==> config.mk <==
export PLATFORM = sky130hd
export DESIGN_NAME = alu_core_flat
export DESIGN_NICKNAME = d
export VERILOG_FILES = /design/src/rtl/alu_pkg.sv /design/src/rtl/alu_if.sv /design/src/rtl/alu_divider.sv /design/src/rtl/alu_core.sv /design/src/flat_wrapper.sv
export SDC_FILE = /design/constraint.sdc
export NUM_CORES = 2
export LEC_CHECK = 0
export ABC_AREA = 1
export CORE_MARGIN = 2
export CORE_UTILIZATION = 65
export DETAILED_ROUTE_END_ITERATION = 10
export DONT_BUFFER_PORTS = 1
export PLACE_DENSITY = 0.88
export SYNTH_ARGS = -nofsm -noshare
export SYNTH_HDL_FRONTEND = slang
export SYNTH_SLANG_ARGS = --single-unit
export TNS_END_PERCENT = 5
==> constraint.sdc <==
create_clock -name clk -period 2.47 [get_ports clk]
set_clock_uncertainty 0.2 [all_clocks]
set_input_delay 0.494 -clock clk [delete_from_list [all_inputs] [get_ports clk]]
set_output_delay 0.494 -clock clk [all_outputs]
set_load 0.02 [all_outputs]
==> src/rtl/alu_pkg.sv <==
// Shared opcode encodings and flag bundle for the scalar lane ALU.
package alu_pkg;

  localparam logic [3:0] ALU_AND   = 4'b0000;
  localparam logic [3:0] ALU_OR    = 4'b0001;
  localparam logic [3:0] ALU_XOR   = 4'b0010;
  localparam logic [3:0] ALU_SHL   = 4'b0011;
  localparam logic [3:0] ALU_ADD   = 4'b0100;
  localparam logic [3:0] ALU_SUB   = 4'b0101;
  localparam logic [3:0] ALU_DIV   = 4'b0110;
  localparam logic [3:0] ALU_MUL   = 4'b0111;
  localparam logic [3:0] ALU_SHR   = 4'b1000;
  localparam logic [3:0] ALU_SRA   = 4'b1001;
  localparam logic [3:0] ALU_PASSB = 4'b1010;
  localparam logic [3:0] ALU_NOTA  = 4'b1011;

  // Condition flags as seen by the flag register and branch unit.
  typedef struct packed {
    logic n;
    logic z;
    logic v;
    logic c;
  } alu_flags_t;

endpackage

==> src/rtl/alu_if.sv <==
// Operand/result bundle between the execute-stage issue logic and one ALU lane.
interface alu_if #(
  parameter int WIDTH = 19
);
  logic             en;
  logic [WIDTH-1:0] A;
  logic [WIDTH-1:0] B;
  logic [3:0]       sel;
  logic [WIDTH-1:0] Out;
  logic             N;
  logic             Z;
  logic             V;
  logic             C;

  // Issue side drives operands and opcode, observes result and flags.
  modport master (
    output en, A, B, sel,
    input  Out, N, Z, V, C
  );

  // ALU side consumes operands and produces the registered result.
  modport slave (
    input  en, A, B, sel,
    output Out, N, Z, V, C
  );
endinterface

==> src/rtl/alu_divider.sv <==
// Combinational unsigned truncating divider; division by zero yields all ones.
module alu_divider #(
  parameter int WIDTH = 19
) (
  input  logic [WIDTH-1:0] dividend_i,
  input  logic [WIDTH-1:0] divisor_i,
  output logic [WIDTH-1:0] quotient_o,
  output logic             div_by_zero_o
);

  // Guard the zero divisor so the quotient is well defined in every case.
  always_comb begin
    div_by_zero_o = (divisor_i == '0);
    quotient_o    = '1;
    if (!div_by_zero_o) begin
      quotient_o = dividend_i / divisor_i;
    end
  end

endmodule

==> src/rtl/alu_core.sv <==
// Scalar lane ALU: combinational datapath feeding a result/flag register, 1-cycle latency.
module alu_core
  import alu_pkg::*;
#(
  parameter int WIDTH = 19
) (
  input  logic  clk,
  input  logic  rst_n,
  alu_if.slave  bus
);

  logic [WIDTH-1:0]   out_q, out_d;
  alu_flags_t         flags_q, flags_d;

  logic [WIDTH:0]     sum_add;
  logic [WIDTH:0]     sum_sub;
  logic [2*WIDTH-1:0] prod;
  logic [WIDTH-1:0]   quot;
  logic               div_zero;
  logic [4:0]         shamt;

  assign shamt   = bus.B[4:0];
  // Extra top bit captures carry out; subtraction is A + ~B + 1 so carry means no borrow.
  assign sum_add = {1'b0, bus.A} + {1'b0, bus.B};
  assign sum_sub = {1'b0, bus.A} + {1'b0, ~bus.B} + {{WIDTH{1'b0}}, 1'b1};
  assign prod    = {{WIDTH{1'b0}}, bus.A} * {{WIDTH{1'b0}}, bus.B};

  alu_divider #(.WIDTH(WIDTH)) u_div (
    .dividend_i   (bus.A),
    .divisor_i    (bus.B),
    .quotient_o   (quot),
    .div_by_zero_o(div_zero)
  );

  // Opcode mux and per-op V/C; N/Z derive from the selected result for every op.
  always_comb begin
    out_d   = '0;
    flags_d = '0;
    case (bus.sel)
      ALU_AND:   out_d = bus.A & bus.B;
      ALU_OR:    out_d = bus.A | bus.B;
      ALU_XOR:   out_d = bus.A ^ bus.B;
      ALU_SHL:   out_d = bus.A << shamt;
      ALU_SHR:   out_d = bus.A >> shamt;
      ALU_SRA:   out_d = $signed(bus.A) >>> shamt;
      ALU_PASSB: out_d = bus.B;
      ALU_NOTA:  out_d = ~bus.A;
      ALU_ADD: begin
        out_d     = sum_add[WIDTH-1:0];
        flags_d.c = sum_add[WIDTH];
        flags_d.v = (bus.A[WIDTH-1] == bus.B[WIDTH-1]) &&
                    (sum_add[WIDTH-1] != bus.A[WIDTH-1]);
      end
      ALU_SUB: begin
        out_d     = sum_sub[WIDTH-1:0];
        flags_d.c = sum_sub[WIDTH];
        flags_d.v = (bus.A[WIDTH-1] != bus.B[WIDTH-1]) &&
                    (sum_sub[WIDTH-1] != bus.A[WIDTH-1]);
      end
      ALU_MUL: begin
        out_d     = prod[WIDTH-1:0];
        flags_d.c = |prod[2*WIDTH-1:WIDTH];
      end
      ALU_DIV: begin
        out_d     = quot;
        flags_d.v = div_zero;
      end
      default:   out_d = '0;
    endcase
    flags_d.n = out_d[WIDTH-1];
    flags_d.z = (out_d == '0);
  end

  // Result/flag register; en=0 holds the last captured values.
  always_ff @(posedge clk or negedge rst_n) begin
    if (!rst_n) begin
      out_q   <= '0;
      flags_q <= '0;
    end else if (bus.en) begin
      out_q   <= out_d;
      flags_q <= flags_d;
    end
  end

  assign bus.Out = out_q;
  assign bus.N   = flags_q.n;
  assign bus.Z   = flags_q.z;
  assign bus.V   = flags_q.v;
  assign bus.C   = flags_q.c;

endmodule

==> src/flat_wrapper.sv <==
// flat-port wrapper written by rule: the top's interface ports become plain ports
module alu_core_flat import alu_pkg::*;
#(
  parameter int WIDTH = 19
)
  (clk, rst_n, bus_en, bus_A, bus_B, bus_sel, bus_Out, bus_N, bus_Z, bus_V, bus_C);
  alu_if #(.WIDTH(WIDTH)) bus_i ();
  input  logic clk;
  input  logic rst_n;
  input wire logic [$bits(bus_i.en)-1:0] bus_en;
  input wire logic [$bits(bus_i.A)-1:0] bus_A;
  input wire logic [$bits(bus_i.B)-1:0] bus_B;
  input wire logic [$bits(bus_i.sel)-1:0] bus_sel;
  output wire logic [$bits(bus_i.Out)-1:0] bus_Out;
  output wire logic [$bits(bus_i.N)-1:0] bus_N;
  output wire logic [$bits(bus_i.Z)-1:0] bus_Z;
  output wire logic [$bits(bus_i.V)-1:0] bus_V;
  output wire logic [$bits(bus_i.C)-1:0] bus_C;
  assign bus_i.en = bus_en;
  assign bus_i.A = bus_A;
  assign bus_i.B = bus_B;
  assign bus_i.sel = bus_sel;
  assign bus_Out = bus_i.Out;
  assign bus_N = bus_i.N;
  assign bus_Z = bus_i.Z;
  assign bus_V = bus_i.V;
  assign bus_C = bus_i.C;
  alu_core #(.WIDTH(WIDTH)) u_core (.clk(clk), .rst_n(rst_n), .bus(bus_i));
endmodule
==> results.cfg, run 1 <==
[synth]
synthTopCellsByArea = fa_1 21%, ha_1 17%, nand2_1 14%
synth_area_per_cell_um2 = 6.45
syn_inst = 4293
synthMuxAreaShare_pct = 0.253
yosysUniqueCellTypes = 66
yosysTopAreaCell = fa_1
async_flop_share_pct = 100
yosysWarnings = 0
synth_top_family_by_area = adder cells
synth_simple_gate_area_share_pct = 26.0
synth_nets = 5002
yosysSeqAreaShare_pct = 1.99
synth_top_cell_area_share_pct = 21.0
synth_fa_ha_area_share_pct = 37.8
synth_edf_count = 0
synth_compound_area_share_pct = 14.5
synth_xor_xnor_area_share_pct = 3.38
synth_top_flop_cell = dfrtp_1
netlist_area_mm2 = 0.0277
ys_seq_elements = 22

[die]
io_pins = 68
die_x_um = 210
rows = 75
fp.dieH_um = 210
start_util_pct = 65.9

[grt]
gr-total-overflow = 1478
grt_pass1_wl_um = 309000
grtUsageTotal_pct = 91.7
grt_pass1_vias = 49400
grt_max_degree = 65

[clocking]
cts-root-buf = clkbuf_16
cts_made_buffers = 3
ctsHtreeMaxLevel = 1
clock-sinks = 22
cts_buffer_depth = 2

[placement]
io_buffers = 0
place_ws_ps = -28980
dpl.hpwl_um = 94700
gpl.final_weighted_congestion = 1.23

[outcome]
lastStage = global routing (5_1_grt)
outcome = stopped before the end
stop_error = [ERROR GRT-0116] Global routing finished with congestion. Check the congestion regions in the DRC Viewer.
## repair_timing
action / in CTS
hold endpoints to repair: 22
setup buffers: 102
resized for setup: 246
hold buffers: 1
pin swaps: 138
setup endpoints to repair: 22
cloned: 2
## Yosys cell counts (all sizes together) (6+ instances only)
cell type / count
a2111oi: 10
a211oi: 15
a21boi: 9
a21o: 7
a21oi: 248
a221oi: 12
a31oi: 13
and2: 19
buf: 60
clkbuf: 109
clkinv: 9
dfrtp: 22
fa: 290
ha: 374
inv: 981
mux2i: 7
nand2: 1086
nand3: 206
nand3b: 6
nand4: 28
nor2: 207
nor3: 39
nor4: 16
o2111ai: 10
o211ai: 17
o21a: 7
o21ai: 218
o21bai: 20
o221ai: 17
o22ai: 43
o311ai: 7
o31ai: 7
or2: 53
xnor2: 35
xor2: 72
## through the flow
step           setup TNS [ps]  cells  area (µm²)
4_1_cts               -267480   5737       37000
2_1_floorplan         -256770   4293       28000
3_5_place_dp          -293910   5628       35100
3_3_place_gp          -259870   5628       35100
## routing by layer
layer  GRT overflow  GRT usage, %
met3             84          82.1
met1            100          86.9
met5             10          65.6
met2            909           105
met4            375          96.7
## cell families after synthesis
| family | count (synthesis) |
|---|---|
| AND/OR/NAND/NOR | 1663 |
| buffers and inverters | 1159 |
| AO/OA/AOI/OAI | 671 |
| adder cells (fa/ha/maj) | 664 |
| XOR/XNOR | 107 |
| flip-flops | 22 |
| multiplexers | 7 |
==> run 2, diff against run 1 <==
--- a/config.mk
+++ b/config.mk
@@ -7,10 +7,10 @@
 export LEC_CHECK = 0
 export ABC_AREA = 1
 export CORE_MARGIN = 2
-export CORE_UTILIZATION = 65
+export CORE_UTILIZATION = 40
 export DETAILED_ROUTE_END_ITERATION = 10
 export DONT_BUFFER_PORTS = 1
-export PLACE_DENSITY = 0.88
+export PLACE_DENSITY_LB_ADDON = 0.15
 export SYNTH_ARGS = -nofsm -noshare
 export SYNTH_HDL_FRONTEND = slang
 export SYNTH_SLANG_ARGS = --single-unit
==> run 2 against run 1 <==
  * The flow now finishes, with violations (negative setup slack)
  * Synthesized area unchanged
  * Synthesized cell count unchanged
==> results.cfg, run 2 <==
[setup_path]
reg2reg_from = u_core.bus.N
slowest_stage = or4_4
r2r.worst_path.cells = 2
critPathRequiredTime_ps = 2460
regToRegEndpoint = u_core.bus.N
path_common_cell = nand2_1
path_buf_inv = 31
cp_top_family = simple AND/OR/NAND/NOR gates
crit_cells = 246
slowest_delay_ps = 490
cp-start-kind = input pin
cp_data_arrival_time_ps = 28360
reg2reg_slack_ps = 1440
crit_type = input pin to flop
cp-end-kind = flop
crit_path_max_fanout = 33

[grt]
grt_max_degree = 65
grt_pass1_vias = 30500
grtUsageTotal_pct = 30.2
gr-total-overflow = 0
antenna_found_initial = 1
grt_pass1_wl_um = 169000

[die]
dieArea_mm2 = 0.0714
start_util_pct = 40.4
coreArea_mm2 = 0.0686
fp.dieH_um = 267
rows = 96
io_pins = 68
die_x_um = 267

[synth]
synth_nets = 5002
synthTopCellsByArea = fa_1 21%, ha_1 17%, nand2_1 14%
synth_top_cell_area_share_pct = 21.0
yosysUniqueCellTypes = 66
yosysTopAreaCell = fa_1
synth_area_per_cell_um2 = 6.45
async_flop_share_pct = 100
synth_edf_count = 0
synth_most_common_cell = nand2_1
yosysSeqAreaShare_pct = 1.99
netlist_area_mm2 = 0.0277
synth_top_flop_cell = dfrtp_1
ys_seq_elements = 22
syn_inst = 4293
ys_top_cells_by_count = 1,042 x nand2_1, 971 x inv_1, 374 x ha_1
yosysWarnings = 0

[route]
drc = 0
drt-initial-drc-count = 1935
avgViaCountPerCell = 5.01
firstDrtPassIters = 6
drt-total-wl_um = 107000
detail_route.wl_per_cell_um = 17.5
ant_nets = 0
vias = 30700

[power]
vdd_drop_max_v = 0.00241
p_per_area_mw_per_mm2 = 1030
p_leak_nw = 21.6

[timing]
min_period_ps = 28380
fmax_mhz = 35.2
grt_setup_unrepaired = true
slew_violations = 0
min_period_over_period_pct = 1150
hold_violations = 0
slew_headroom_pct = 32.2
setup_viol = 22
layout_setup_ws_ps = -25910
worstMarginPinSlew_ps = 1010

[hold_path]
hold_class = input pin to flop
hold_path_startpoint = bus_en
min_to = u_core.bus.Out[2]
hold_depth = 1

[clocking]
cts_made_buffers = 3
clock-sinks = 22
cts-root-buf = clkbuf_16
clock_latency_ps = 260
cts_tree = yes
cts_buffer_depth = 2
clk_transition_reported_paths_ps = 60
ctsHtreeMaxLevel = 1

[final_layout]
final_cell_mix = 1,055 x buf_4, 1,022 x nand2_1, 962 x inv_1
nNetsFinal = 5909
multiInputGateArea_mm2 = 0.0235
fillers = 6956
drive_gt1_share_pct = 26.5
layout.cells.non_filler = 6129
largest_reg_flops = 18
seq_area_um2 = 551
final_common_cell = buf_4
diodes = 0
syn_to_final_growth_pct = 34.0

[placement]
io_buffers = 0
placed_cells = 6104
place_ws_ps = -26970
dpl.hpwl_um = 85800
gpl.final_weighted_congestion = 1.02

[run]
maxCapViolations = 0

[outcome]
violations = negative setup slack
outcome = finished with violations
-- run 2: cell counts after synthesis --
No cell type changed its count.
-- run 2: cells by family after synthesis --
group	synth area share, %
AO/OA/AOI/OAI	14.5
XOR/XNOR	3.38
adder cells (fa/ha/maj)	37.8
buffers and inverters	16.1
flip-flops	1.99
multiplexers	0.253
AND/OR/NAND/NOR	26.0
-- run 2: worst max-delay path by stage --
stage | start | to | slack, ps
floorplan | bus_B[0] | u_core.bus.Z | -25240
global placement | bus_B[0] | u_core.bus.Z | -26170
detailed placement | bus_B[0] | u_core.bus.Z | -26970
CTS | bus_B[0] | u_core.bus.Z | -25780
global route | bus_B[0] | u_core.bus.Z | -28710
finish | bus_B[0] | u_core.bus.Z | -25910
-- run 2: layer usage --
metal / vias up / global-route usage (%) / wire, µm
li1: 15200 / - / -
met1: 14400 / 40.0 / 47100
met2: 887 / 51.5 / 49800
met3: 196 / 3.48 / 6570
met4: 0 / 9.08 / 3900
met5: - / 0 / 0
-- run 2: power breakdown --
| part | switching, W | total (W) | internal (W) | leakage (nW) |
|---|---|---|---|---|
| Combinational | 0.0187 | 0.0371 | 0.0184 | 21.3 |
| Sequential | 0.000182 | 0.000627 | 0.000445 | 0.286 |
| Clock | 0.000134 | 0.000348 | 0.000214 | 0.0370 |
-- run 2: layout make-up --
type | count | area share (%)
timing repair buffer | 1071 | 21.9
sequential | 22 | 1.48
clock buffer | 3 | 0.202
inverter | 990 | 10.0
tap | 931 | 3.14
multi-input combinational | 3112 | 63.2
-- run 2: timing repair --
item | 4_1_cts | 5_1_grt
pin swaps | 35 | 31
endpoints found under the setup margin | 22 | 22
hold buffers | 1 | 0
buffers inserted | 11 | 10
endpoints found under the hold margin | 22 | 0
gates cloned | 0 | 0
gates resized for setup | 74 | 89
-- run 2: stage by stage --
stage / power [W] / hold WS, ps / setup TNS (ps) / utilization, % / area, µm²
final: 0.0381 / 135 / -262360 / 54.1 / 37100
after global routing: 0.0427 / 121 / -289790 / 54.1 / 37100
after CTS: 0.0380 / 128 / -260770 / 53.5 / 36700
after detailed placement: 0.0371 / -1.18 / -274390 / 52.9 / 36300
after global placement: 0.0370 / -1.18 / -266130 / 52.9 / 36300
after floorplan: 0.0208 / -1.59 / -256770 / - / 28000
(Power assumes the default switching activity.)
